**src/rtl/cam_bank_scheduler.sv**
```systemverilog
// rtl/cam_bank_scheduler.sv - frame-buffer bank sequencer with Wishbone control/status registers
module cam_bank_scheduler #(
  parameter int NUM_BANKS = 4,
  parameter int DROP_W    = 16
) (
  input  logic        WBs_CLK_i,
  input  logic        WBs_RSTn_i,
  input  logic [1:0]  WBs_ADR_i,
  input  logic        WBs_CYC_i,
  input  logic        WBs_STB_i,
  input  logic        WBs_WE_i,
  input  logic [31:0] WBs_DAT_i,
  output logic [31:0] WBs_DAT_o,
  output logic        WBs_ACK_o,
  input  logic        cap_frame_start_i,
  input  logic        cap_bank_done_i,
  output logic        cap_en_o,
  output logic [1:0]  cap_bank_o,
  output logic        irq_o
);

  typedef enum logic [1:0] {IDLE = 2'd0, WAIT_FRAME = 2'd1, CAPTURE = 2'd2, STALL = 2'd3} state_t;

  state_t                 state_q, state_d;
  logic                   enable_q, irq_en_q;
  logic [NUM_BANKS-1:0]   full_q, full_d, rel_mask, set_mask;
  logic [1:0]             cap_bank_q, bank_nxt;
  logic                   overflow_q;
  logic [DROP_W-1:0]      drops_q;
  logic                   wb_wr, ctrl_wr, rel_wr, rel_ovf;
  logic                   done_evt, drop_evt;
  logic [31:0]            rdata;
  logic                   unused_dat;

  assign wb_wr   = WBs_CYC_i & WBs_STB_i & WBs_WE_i & ~WBs_ACK_o;
  assign ctrl_wr = wb_wr & (WBs_ADR_i == 2'd0);
  assign rel_wr  = wb_wr & (WBs_ADR_i == 2'd2);
  assign rel_mask = rel_wr ? WBs_DAT_i[NUM_BANKS-1:0] : '0;
  assign rel_ovf  = rel_wr & WBs_DAT_i[8];
  assign unused_dat = ^{WBs_DAT_i[31:9], WBs_DAT_i[7:4]};

  assign done_evt = (state_q == CAPTURE) & cap_bank_done_i;
  assign drop_evt = cap_frame_start_i &
                    (((state_q == WAIT_FRAME) & full_q[cap_bank_q]) | (state_q == STALL));
  assign bank_nxt = cap_bank_q + 2'd1;

  // A completing bank's set is applied after the release so the set wins on the same bank
  always_comb begin
    set_mask = '0;
    set_mask[cap_bank_q] = done_evt;
    full_d = (full_q & ~rel_mask) | set_mask;
  end

  always_ff @(posedge WBs_CLK_i or negedge WBs_RSTn_i) begin
    if (!WBs_RSTn_i) state_q <= IDLE;
    else             state_q <= state_d;
  end

  always_comb begin
    state_d = state_q;
    if (!enable_q) begin
      state_d = IDLE;
    end else begin
      case (state_q)
        IDLE:       state_d = WAIT_FRAME;
        WAIT_FRAME: if (cap_frame_start_i && !full_q[cap_bank_q]) state_d = CAPTURE;
        CAPTURE:    if (cap_bank_done_i && full_d[bank_nxt]) state_d = STALL;
        STALL:      if (!full_q[cap_bank_q]) state_d = WAIT_FRAME;
        default:    state_d = IDLE;
      endcase
    end
  end

  always_comb begin
    cap_en_o = (state_q == CAPTURE);
  end

  always_ff @(posedge WBs_CLK_i or negedge WBs_RSTn_i) begin
    if (!WBs_RSTn_i) begin
      WBs_ACK_o  <= 1'b0;
      enable_q   <= 1'b0;
      irq_en_q   <= 1'b0;
      full_q     <= '0;
      cap_bank_q <= 2'd0;
      overflow_q <= 1'b0;
      drops_q    <= '0;
    end else begin
      WBs_ACK_o <= WBs_CYC_i & WBs_STB_i & ~WBs_ACK_o;
      if (ctrl_wr) begin
        enable_q <= WBs_DAT_i[0];
        irq_en_q <= WBs_DAT_i[1];
      end
      full_q <= full_d;
      if (done_evt) cap_bank_q <= bank_nxt;
      if (drop_evt)     overflow_q <= 1'b1;
      else if (rel_ovf) overflow_q <= 1'b0;
      if (drop_evt && (drops_q != '1)) drops_q <= drops_q + DROP_W'(1);
    end
  end

  always_comb begin
    rdata = 32'd0;
    case (WBs_ADR_i)
      2'd0:    rdata = {30'd0, irq_en_q, enable_q};
      2'd1:    rdata = {22'd0, state_q, 1'b0, overflow_q, cap_bank_q, full_q};
      2'd3:    rdata = 32'(drops_q);
      default: rdata = 32'd0;
    endcase
  end

  assign WBs_DAT_o  = WBs_ACK_o ? rdata : 32'd0;
  assign cap_bank_o = cap_bank_q;
  assign irq_o      = irq_en_q & (|full_q);

endmodule
```
**config.mk**
```make
export PLATFORM = sky130hd
export DESIGN_NAME = cam_bank_scheduler
export DESIGN_NICKNAME = d
export VERILOG_FILES = /design/src/rtl/cam_bank_scheduler.sv
export SDC_FILE = /design/constraint.sdc
export NUM_CORES = 1
export LEC_CHECK = 0
export ABC_AREA = 1
export BUFFER_PORTS_ARGS = -buffer_cell sky130_fd_sc_hd__buf_2
export CAP_MARGIN = 20
export CORE_MARGIN = 4
export CORE_UTILIZATION = 30
export CTS_CLUSTER_DIAMETER = 80
export DETAILED_ROUTE_END_ITERATION = 8
export PLACE_DENSITY = 0.61
export SLEW_MARGIN = 10
export SYNTH_ARGS = -nofsm -noshare
export SYNTH_HDL_FRONTEND = slang
export SYNTH_SLANG_ARGS = --single-unit
```
**constraint.sdc**
```tcl
create_clock -name WBs_CLK_i -period 1.8 [get_ports WBs_CLK_i]
set_input_delay 0.36 -clock WBs_CLK_i [delete_from_list [all_inputs] [get_ports WBs_CLK_i]]
set_output_delay 0.36 -clock WBs_CLK_i [all_outputs]
set_load 0.01 [all_outputs]
```
# == Word-level counts from Yosys, hierarchy flattened ==
# Cells that the tools add are included.
# word_totals
reg_bits,28
n_memories,0
latchBits,0
output_inout_bits,37
ram_bits,0
word_cells,66
inputBits,41
rom_bits,0
# op_classes
n_addsub,2
n_reduce_logical,10
mux,16
n_shift,0
n_eq_ne,10
magnitude_cmp,3
bitwise_logic,17
multipliers,0
n_div,0
# ops
operator,n
$pmux 16 s3,1
$mux 32,1
$add 16x1->16 const B,1
$ne 16x16->1 const B,1
$and 1x1->1,11
$and 4x4->4,2
$eq 2x2->1 const B,4
$mux 2,4
$pmux 2 s4,1
$lt 2x3->1 const B,2
$ne 3x2->1 const B,2
$mux 1,5
$bmux 1 s2,2
$eq 2x1->1 const B,2
$logic_and 1x1->1,4
$logic_not 2->1,2
$mux 4,1
$not 4->4,1
$or 4x4->4,1
$reduce_or 4->1,1
$ne 3x3->1 const B,1
$reduce_and 3->1,1
$add 2x1->2 const B,1
$demux 1 s2,1
5 further kinds,5

# == Depth between registers and ports, before layout ==
# logic_depth
word_depth,14
depth_mapped,13
depth_no_buf,13

# == Worst setup path after synthesis ==
# No wires, ideal clock.
# synth_timing
path_type,reg2reg
start,register state_q[0]
end,register state_q[0]
period_less_slack_ns,1.559
arrival_time_ns,1.442
setup_slack_ns,0.241
required_ns,1.683
path_stages_with_launch,14
path_cell_list,dfrtp_1 > inv_1 > ha_1 > nand2_1 > inv_1 > nand2_1 > nand2_1 > nand2_1 > nand3_1 > nand3_1 > nand2_1 > nand2_1 > nand2_1 > nand2_1
# synth_between
elab_chain_cells,9
# synth_rtl
item,line_no,rtl
start: declaration,24,"state_t state_q, state_d;"
start signal: assignment,56,else state_q <= state_d;
$eq 2x2->1,-,
via cap_en_o,17,"output logic cap_en_o,"
$and 1x1->1,42,assign done_evt = (state_q == CAPTURE) & cap_bank_done_i;
$and 4x4->4 (no line),-,
$or 4x4->4,51,full_d = (full_q & ~rel_mask) | set_mask;
via full_d[2],26,"logic [NUM_BANKS-1:0] full_q, full_d, rel_mask, set_mask;"
$bmux 1 s2,67,CAPTURE: if (cap_bank_done_i && full_d[bank_nxt]) state_d = STALL;
$mux 1 (not written as such),67,
$logic_and 1x1->1,67,
$ne 3x2->1 (no line),-,
$reduce_and 3->1 (no line),-,
# The timed path passes the listed nets, and every way through them passes these cells. The select of a mux whose other input is x is not followed.
# A chain may end at the register's enable or synchronous reset.

# == Final worst setup path ==
# layout_timing
start,register drops_q[0]
end,register drops_q[7]
# layout_between
elab_chain_cells,2
# layout_rtl
item,line_no,rtl
start: declaration,29,logic [DROP_W-1:0] drops_q;
start signal: assignment,97,if (drop_evt && (drops_q != '1)) drops_q <= drops_q + DROP_W'(1);
branches (longest 2 deep; another with $add 16x1->16),-,
# Several ways; the timed one is not identified.

==> impl_summary.txt <==
----------------------------------------------------
[Yosys]
  Gate Count Post-Synth ... 255
  Sequential cell area fraction in the yosys report ... 0.368
  Number of warnings issued by yosys ... 0
  Flops & latches, synth ... 28
  Synthesized area ... 1900 sq um
  Distinct cell type count of the synthesized netlist ... 30
  Mapped Avg Cell Area ... 7.46 sq um
  Top cell type's share of synthesized area ... 0.368
  Number of synthesized flops with an enable pin ... 0
  FFs w/ async S/R, synth ... 1.00
  Prevailing post-synth register cell ... dfrtp_1
  Ranking of synthesized cells by area ... dfrtp_1 (37%), nand2_1 (14%), buf_4 (6.3%)
  Leading post-synthesis cells by instance count ... nand2_1 (73), dfrtp_1 (28), inv_1 (26)
  Largest area contributor in the synthesized netlist ... dfrtp_1
  Dominant cell by count in the synthesized netlist ... nand2_1

[Critical path]
  Delay of the slowest critical-path stage ... 390 ps
  Required time of the worst setup path ... 1980 ps
  Sum of buffers and inverters on the critical path ... 1
  End of the critical path ... drops_q[7]
  Count of cell instances traversed by the critical path ... 9
  Critical Path AT ... about 1900 ps
  Critical Path Start ... drops_q[0]
  Cells along the critical path ... ha_2 > nand3_2 > nor4_4 > nand2_1 > nand2_4 > clkinv_4 > nand2_2 > nor2_2 > xor2_1
  Crit-path leading delay family ... simple AND/OR/NAND/NOR gates
  Slowest library cell on the worst path ... dfrtp_1
  Worst-case register-to-register setup slack ... 80 ps
  Endpoint class of the critical path ... flop
  Maximum fanout along the worst path ... 10
  End of the worst register-to-register path ... drops_q[7]
  Sort of element at the start of the critical path ... flop
  Worst R2R Path Depth ... 9
  Reg-to-reg startpoint ... drops_q[0]
  Critical setup path kind ... flop to flop

[Placed design]
  Half-perimeter wire length after placement ... 3750 um
  Global placement routability congestion ... 0.801
  Post-Place Cells ... 382
  Dpl cell area ... 2260 sq um
  Port buffer count ... 34

[Drt]
  1st-pass router iterations ... 4
  Routed wirelength normalized by instance count ... 12.2 um
  Vias per Instance ... 4.54
  Antenna-violating nets left ... 0
  Drc violations ... 0
  Final wirelength ... 4770 um
  Via Count ... around 1800
  DRC violation total after the first TritonRoute iteration ... 84

[Power and ir drop]
  Total power ... 2.73 mW
  Internal cell power ... 1.58 mW
  Clock network power share ... 0.149
  Seq pwr share ... 0.364
  Leakage power total ... 1.23 nW
  Sw Pwr ... about 1.2 mW
  Power per cell area ... 1140 nW/um^2
  Logic pwr share ... 0.487
  Switching fraction of total power ... 0.421
  Worst supply voltage drop on vdd ... between 0.5 and 0.6 mV

[STA]
  Hold Fails Final Rpt ... 0
  Final period demand of the worst path ... 1720 ps
  Maximum clock skew at final layout ... 4.45 ps
  Max-Slew Margin vs Limit ... 0.574
  Number of pins with negative max-slew slack in the final report ... 0
  Max Clk Rate ... 580 MHz
  Setup violation total in the final timing report ... 0
  Fraction of the cycle the final worst path needs ... 0.958
  TNS Setup ... 0 ps
  Worst Tran Pin Value ... around 640 ps
  RSZ-0062 raised after global routing ... true

[Run status]
  Result of the run ... completed

[Global routing]
  Global-route wire length before repair ... 7820 um
  Total global routing overflow ... 0
  Number of antenna violations at the first check in global routing ... 0
  Pin count of the biggest net entering global routing ... 29
  Overall fraction of global-route tracks in use ... 0.125
  Vias in the first global route ... approximately 1700

[Clocking]
  Number of sinks handled by clock tree synthesis ... 28
  CTS Buffer Depth ... 2
  Number of clock buffers inserted by TritonCTS ... 3
  CTS H-tree depth ... 1
  Clock insertion delay at the later pin of the skew report ... about 280 ps
  TritonCTS clock tree ... built
  Reg clk slew, reported paths ... 100 ps
  CTS root buffer ... clkbuf_8
  Hold bufs inserted after CTS ... 0

[Die]
  Horizontal extent of the die ... between 80 and 90 um
  Core footprint ... 6030 sq um
  Boundary pin count ... 78
  Number of rows created at floorplan ... 28
  Die area ... 7680 sq um
  Initial Util ... 0.316
  Vertical die dimension ... 87.6 um

[Cells and area]
  Share of layout cells above drive strength 1 ... 0.255
  Count of antenna diodes in the layout ... 0
  Sequential cell area ... between 700 and 800 sq um
  Area taken by multi-input logic gates ... 1060 sq um
  Relative area change from synthesis to final layout ... 25.6%
  Fill cell count ... 636
  Final Core Density ... 0.396
  Final cell count without fillers ... 389
  Layout net count ... 364
  Final Cell Area ... 2390 sq um

[Job]
  Count of max-cap constraint violations ... 0

[Hold path]
  Worst hold path class ... input pin to asynchronous set/reset pin

----------------------------------------------------
==> cell usage in the layout (no fill, tap or decap), types with 2 or more instances in the layout <==
cell type,n
ha_1,7
a21oi_1,7
a21oi_2,2
inv_1,24
inv_2,2
nand2_1,72
clkinvlp_4,2
buf_2,34
nor2_2,2
dfrtp_1,27
o21ai_0,9
nor4_1,2
conb_1,16
nor3_1,9
nand3_1,13
nand2_2,2
clkbuf_8,4
xnor2_1,3
nand4_1,7
xor2_1,13
nor2_1,19
buf_4,22
==> through the flow <==
stage	hold slack, ps	setup WS [ps]
final	88.7	75.4
after global routing	145	-67.1
after CTS	122	54.2
after detailed placement	431	65.5
after global placement	427	51.8
after floorplan	64.4	241
==> worst min-delay path by stage <==
stage / start / end / slack, ps / depth (start not counted)
2_1_floorplan: WBs_RSTn_i / WBs_ACK_o / 60 / 0
3_3_place_gp: WBs_RSTn_i / drops_q[12] / 430 / 1
3_5_place_dp: WBs_RSTn_i / drops_q[12] / 430 / 1
4_1_cts: WBs_RSTn_i / enable_q / 120 / 1
5_1_grt: WBs_RSTn_i / drops_q[3] / 140 / 1
6_report: WBs_RSTn_i / drops_q[3] / 90 / 1
==> logic make-up (layout without fill, tap and decap cells) <==
| family | after synthesis | count (layout) | synth area share |
|---|---|---|---|
| xor+xnor | 16 | 16 | 0.0737 |
| simple gates | 130 | 130 | 0.291 |
| flops | 28 | 28 | 0.368 |
| fa+ha+maj | 8 | 8 | 0.0526 |
| other cells | 1 | 16 | 0.00197 |
| mux | 1 | 1 | 0.00592 |
| compound gates | 25 | 25 | 0.0790 |
| buf+inv | 46 | 90 | 0.128 |
==> routing by layer <==
| layer | vias to the layer above | track usage | part of all wire |
|---|---|---|---|
| met5 | - | 0 | 0 |
| met4 | 0 | 0.0223 | 0.0065 |
| met3 | 4 | 0.0320 | 0.055 |
| met2 | 48 | 0.208 | 0.47 |
| met1 | 808 | 0.166 | 0.47 |
| li1 | 905 | - | - |
==> final cells by class <==
cell class | instances | area share
sequential | 28 | 0.294
timing repair buffer | 57 | 0.149
clock buffer | 4 | 0.0230
inverter | 28 | 0.0477
timing repair inverter | 1 | 0.00314
multi-input combinational | 196 | 0.444
tap | 75 | 0.0393
==> power groups by stage <==
stage / clock network, mW / logic (mW) / registers (mW)
3_5_place_dp: 0 / 1.28 / 0.999
2_1_floorplan: 0 / 0.793 / 1.00
4_1_cts: 0.415 / 1.29 / 0.987
6_report: 0.406 / 1.33 / 0.996
5_1_grt: 0.434 / 1.51 / 1.03
3_3_place_gp: 0 / 1.26 / 0.996
==> repair_timing <==
| action | in CTS | in global routing |
|---|---|---|
| buffers inserted | 0 | 2 |
| endpoints found under the setup margin | 0 | 20 |
| gates resized for setup | 0 | 14 |
==> state kept, by name (all words and copies together) (netlist names) <==
signal and count:
WBs_ACK_o 1, cap_bank_o 2, drops_q 16, enable_q 1
full_q 4, irq_en_q 1, overflow_q 1, state_q 2
No activity file was read; power rests on OpenSTA's default activity.
